--- config.mk ---
export PLATFORM = sky130hd
export DESIGN_NAME = tour_cmd_seq
export DESIGN_NICKNAME = d
export VERILOG_FILES = /design/src/rtl/tour_cmd_seq.sv
export SDC_FILE = /design/constraint.sdc
export NUM_CORES = 1
export LEC_CHECK = 0
export ABC_CLOCK_PERIOD_IN_PS = 4500
export CORE_UTILIZATION = 30
export DETAILED_ROUTE_END_ITERATION = 10
export PLACE_DENSITY = 0.66
export RECOVER_POWER = 25
export SYNTH_ARGS = -nofsm -noshare
export SYNTH_HDL_FRONTEND = slang
export SYNTH_SLANG_ARGS = --single-unit
--- constraint.sdc ---
create_clock -name clk -period 4.5 [get_ports clk]
set_input_delay 1.125 -clock clk [delete_from_list [all_inputs] [get_ports clk]]
set_output_delay 1.125 -clock clk [all_outputs]
set_load 0.02 [all_outputs]
--- src/rtl/tour_cmd_seq.sv ---
// tour_cmd_seq: arbitrates the motion-controller command port between the
// UART host path (IDLE pass-through) and knight's-tour replay. Each solved
// move is issued as a vertical leg followed by a horizontal leg, and each leg
// waits for cmd_done before the sequencer moves on.
// Optional feature macro: TOUR_CMD_FANFARE_EN makes horizontal legs use
// opcode 4'h3 instead of 4'h2.
module tour_cmd_seq #(
  parameter int NUM_MOVES = 24
) (
  input  logic        clk,
  input  logic        rst,
  input  logic        start_tour,
  output logic [4:0]  mv_indx,
  input  logic [7:0]  move,
  input  logic [15:0] cmd_UART,
  input  logic        cmd_rdy_UART,
  output logic        clr_cmd_rdy_UART,
  output logic [15:0] cmd,
  output logic        cmd_rdy,
  input  logic        clr_cmd_rdy,
  input  logic        cmd_done,
  output logic        send_resp,
  output logic        tour_busy,
  output logic        tour_err
);

  typedef enum logic [2:0] {IDLE, VERT, WAIT_V, HORZ, WAIT_H} state_t;

  localparam logic [4:0] LAST_IDX = 5'(NUM_MOVES - 1);
  localparam logic [3:0] V_OP     = 4'h2;
`ifdef TOUR_CMD_FANFARE_EN
  localparam logic [3:0] H_OP     = 4'h3;
`else
  localparam logic [3:0] H_OP     = 4'h2;
`endif
  localparam logic [7:0] HDG_N    = 8'h00;
  localparam logic [7:0] HDG_S    = 8'h7F;
  localparam logic [7:0] HDG_E    = 8'hBF;
  localparam logic [7:0] HDG_W    = 8'h3F;

  state_t      state, nxt;
  logic [4:0]  mv_nxt;
  logic        resp_q, resp_nxt;

  logic        v_north, h_east;
  logic [3:0]  v_sq, h_sq;
  logic [15:0] v_cmd, h_cmd;

  // Decode the one-hot move (lowest set bit wins) into leg directions/lengths.
  always_comb begin
    v_north = 1'b0;
    h_east  = 1'b0;
    v_sq    = 4'd0;
    h_sq    = 4'd0;
    casez (move)
      8'b???????1: begin v_north = 1'b1; v_sq = 4'd2; h_east = 1'b0; h_sq = 4'd1; end
      8'b??????10: begin v_north = 1'b1; v_sq = 4'd2; h_east = 1'b1; h_sq = 4'd1; end
      8'b?????100: begin v_north = 1'b1; v_sq = 4'd1; h_east = 1'b0; h_sq = 4'd2; end
      8'b????1000: begin v_north = 1'b0; v_sq = 4'd1; h_east = 1'b0; h_sq = 4'd2; end
      8'b???10000: begin v_north = 1'b0; v_sq = 4'd2; h_east = 1'b0; h_sq = 4'd1; end
      8'b??100000: begin v_north = 1'b0; v_sq = 4'd2; h_east = 1'b1; h_sq = 4'd1; end
      8'b?1000000: begin v_north = 1'b0; v_sq = 4'd1; h_east = 1'b1; h_sq = 4'd2; end
      8'b10000000: begin v_north = 1'b1; v_sq = 4'd1; h_east = 1'b1; h_sq = 4'd2; end
      default:     begin v_north = 1'b0; v_sq = 4'd0; h_east = 1'b0; h_sq = 4'd0; end
    endcase
  end

  assign v_cmd = {V_OP, (v_north ? HDG_N : HDG_S), v_sq};
  assign h_cmd = {H_OP, (h_east  ? HDG_E : HDG_W), h_sq};

  // Next-state and port muxing; IDLE is a transparent UART path.
  always_comb begin
    nxt              = state;
    mv_nxt           = mv_indx;
    resp_nxt         = 1'b0;
    cmd              = cmd_UART;
    cmd_rdy          = 1'b0;
    clr_cmd_rdy_UART = 1'b0;
    send_resp        = 1'b0;
    tour_err         = 1'b0;
    case (state)
      IDLE: begin
        cmd              = cmd_UART;
        cmd_rdy          = cmd_rdy_UART;
        // a tour start claims the port, so the UART command stays pending
        clr_cmd_rdy_UART = clr_cmd_rdy & ~start_tour;
        send_resp        = cmd_done | resp_q;
        if (start_tour) begin
          nxt    = VERT;
          mv_nxt = 5'd0;
        end
      end
      VERT: begin
        cmd = v_cmd;
        if (move == 8'h00) begin
          // no legal move: abort without offering a bogus command
          tour_err = 1'b1;
          nxt      = IDLE;
          mv_nxt   = 5'd0;
        end else begin
          cmd_rdy = 1'b1;
          if (clr_cmd_rdy) nxt = WAIT_V;
        end
      end
      WAIT_V: begin
        cmd = v_cmd;
        if (cmd_done) nxt = HORZ;
      end
      HORZ: begin
        cmd     = h_cmd;
        cmd_rdy = 1'b1;
        if (clr_cmd_rdy) nxt = WAIT_H;
      end
      WAIT_H: begin
        cmd = h_cmd;
        if (cmd_done) begin
          if (mv_indx == LAST_IDX) begin
            nxt      = IDLE;
            mv_nxt   = 5'd0;
            resp_nxt = 1'b1;
          end else begin
            nxt    = VERT;
            mv_nxt = mv_indx + 5'd1;
          end
        end
      end
      default: nxt = IDLE;
    endcase
  end

  // State, move index, completion pulse and busy flag registers.
  always_ff @(posedge clk or posedge rst) begin
    if (rst) begin
      state     <= IDLE;
      mv_indx   <= 5'd0;
      resp_q    <= 1'b0;
      tour_busy <= 1'b0;
    end else begin
      state     <= nxt;
      mv_indx   <= mv_nxt;
      resp_q    <= resp_nxt;
      tour_busy <= (nxt != IDLE);
    end
  end

endmodule

==> impl_results.md <==
* Status: finished, final reports clean
* Fmax at 230 MHz
* # hold bufs at CTS at 0
* Crit path largest cell delay at 630 ps
* Synth area leader: dfrtp_1
* TritonCTS Buffers at 3
* CP startpoint kind: input port
* Vias at 1,131
* Remaining Overflow, GRT at 0
* Worst path bufs/invs at 2
* H-tree Lvls at 1
* Worst-Margin Slew at 576 ps
* Die Y at 58.9 um
* Detailed placement HPWL at 2370 um
* CTS clock-pin slew for the worst setup and hold paths at 60 ps
* Final hold viol count at 0
* WP depth at 6
* I/O Buffers at 55
* Area contributors post-synth: dfrtp_1 26%, nand2_1 5.8%, o21a_1 5.4%
* Post-CTS Setup Bufs at 0
* Clk_skew at 3.46 ps
* Worst path slowest cell: clkdlybuf4s50_1
* Setup Crit Path Kind: input port to output port
* Routed WL at 3000 um
* Setup TNS Final at 0 ps
* CTS root buf: clkbuf_4
* Insertion delay to the later sink of the worst-skew pair at 270 ps
* Pre-antenna DRT Iters at 4
* GR Util All Layers at 18.2%
* Initial core utilization at 31.8%
* CTS max path bufs at 2
* Rel. slew slack at 61.6%
* CP endpoint kind: output port
* Largest net degree at the start of global routing at 20
* Worst-case reg-to-reg path depth at 5
* Total power at 998 uW
* Final worst slack at 143 ps
* Most frequent cell on the critical path: clkdlybuf4s50_1
* Post-synth ARST share at 100%
* VDD IR max at 0.000258 V
* RSZ-0062 raised after global routing: false
* # clock sinks at 10
* FF+latch count, synth at 10
* Syn Std Cell Area at 970 um^2
* Nets@finish at 213
* Die ar. at 3460 um^2
* Cell Chain, Critical Path: clkdlybuf4s50_1 -> or2_2 -> o21a_1 -> or3_1 -> a31oi_1 -> clkdlybuf4s50_1
* Filler instances at 307
* Cells after DPL at 221
* DR DRC count at 0
* Unique masters post-synth at 42
* Min cycle time layout at 4360 ps
* Yosys warnings at 0
* Max-cap viol count at 0
* RD Place Congestion at 0.813
* Post-route insts no fill at 225
* I/O pin count at 56
* Worst slack, placed at 148 ps
* Width of the die at 58.9 um
* Critical Path AT at 3230 ps
* WP data required at 3380 ps
* Core footprint at 3050 um^2
* Final period util at 96.8%
* Layout cells sized above 1 at 9.94%
* DR vias/cell at 5.03
* First-pass GRT wire length at 4880 um
* Final ANT Viol Nets at 0
* Power density over cell area at 626 nW/um^2
* Worst path top cell family by delay: buffers and inverters
* WHS Path Cells at 1
* Initial DRC count at 48
* Mapped Avg Cell Area at 7.70 um^2
* Routed WL per cell at 13.3 um
* Number of global-route vias before repair at 1,086
* Ant. Diodes at 0
* Number of flops mapped to enable cells by yosys at 0
* HP Class: flip-flop to flip-flop
* Mapped Cells at 126
* Fin. max-slew vios at 0
* Post-Syn Nets at 157
* Worst-path fanout max at 4
* Ys flop type: dfrtp_1
* Post_cts resized at 0
* Top cell type's share of synthesized area at 25.8%
* Area growth syn-to-layout at 64.4%
* Initial antenna violation count at 0
* Number of setup violations in the final report at 0
* Hold_ws at 531 ps
* Std-Cell Rows at 20
* Sequential area share after synthesis at 25.8%
* CTS tree: built
* Static leakage at 0.000602 uW
area by class of cell:
type	instances	area (um^2)	area share [%]
tap	44	55.1	3.45
sequential	10	250	15.7
clock buffer	4	36.3	2.28
multi-input combinational	106	668	41.9
timing repair buffer	58	573	35.9
inverter	3	11.3	0.706
final timing paths:
kind / endpoint / slack, ps / startpoint
setup / recovery: cmd[1] / 140 / move[5]
hold / removal: mv_indx[4]$_DFFE_PP0P_ / 530 / mv_indx[4]$_DFFE_PP0P_
setup reg to reg: tour_busy$_DFF_PP0_ / 2550 / state[0]$_DFF_PP0_
hold reg to reg: mv_indx[4]$_DFFE_PP0P_ / 530 / mv_indx[4]$_DFFE_PP0P_
max in group asynchronous: mv_indx[2]$_DFFE_PP0P_ / 2960 / rst
min in group asynchronous: mv_indx[4]$_DFFE_PP0P_ / 1270 / rst
worst register-to-register path, stage by stage (launching register included):
cell	delay, ps
dfrtp_1	710
nor2_4	140
and2_4	220
and3_4	180
a211o_1	240
or3_1	340
sequential cells by signal, summed over array words and instances, names as in the netlist:
register / count
mv_indx: 5
state: 3
resp_q: 1
tour_busy: 1
layer usage:
metal	up-vias	part of all wire [%]	track usage [%]
met5	-	0	0
met4	0	1.0	6.46
met3	4	10	3.30
met2	55	46	32.3
met1	504	43	21.7
li1	568	-	-
metrics by stage:
step | instance area, um^2 | util [%]
after global placement | 1550 | 50.9
final | 1590 | 52.2
after global routing | 1590 | 52.2
after detailed placement | 1550 | 50.9
after CTS | 1590 | 52.1
after floorplan | 970 | -
power breakdown:
group / total (uW) / switching (uW) / internal (uW)
combinational: 753 / 384 / 369
sequential: 165 / 56.1 / 109
clock: 79.7 / 30.6 / 49.1
cells in the mapped netlist (3+ instances only):
master   count
nand3_1      3
o21ai_0      6
nor2_1      12
a31oi_1      5
or2_2        4
o21a_1       7
nand2_1     15
or3_1        4
dfrtp_1     10
a21oi_1      6
inv_1        3
nor2b_1      8
nor3_1       4
cells in the final DEF (no fill, tap or decap), drive strengths merged, types with 2 or more instances in the layout:
master         Yosys  routed
and3               2       2
a21oi              6       6
dfrtp             10      10
o22ai              3       3
or2                4       4
a211oi             2       2
nand2b             2       2
dlygate4sd3        0       2
o21a               7       7
buf                5       3
nand3              4       4
clkbuf             2       4
or3                4       4
nand2             15      15
clkdlybuf4s50      0      53
a31oi              5       5
xnor2              2       2
o21ai              8       8
inv                3       3
nor3               4       4
nor3b              2       2
nor2              13      13
mux2i              2       2
nor2b              8       8
cells by family (layout without fill, tap and decap cells):
family | after synthesis | count (layout) | share of synthesized area, %
AO/OA/AOI/OAI | 38 | 38 | 26.3
AND/OR/NAND/NOR | 63 | 63 | 37.0
adder cells (fa/ha/maj) | 1 | 1 | 1.29
XOR/XNOR | 2 | 2 | 1.81
multiplexers | 2 | 2 | 2.06
buffers and inverters | 10 | 65 | 5.68
flip-flops | 10 | 10 | 25.8
No activity file was read; power rests on OpenSTA's default activity.
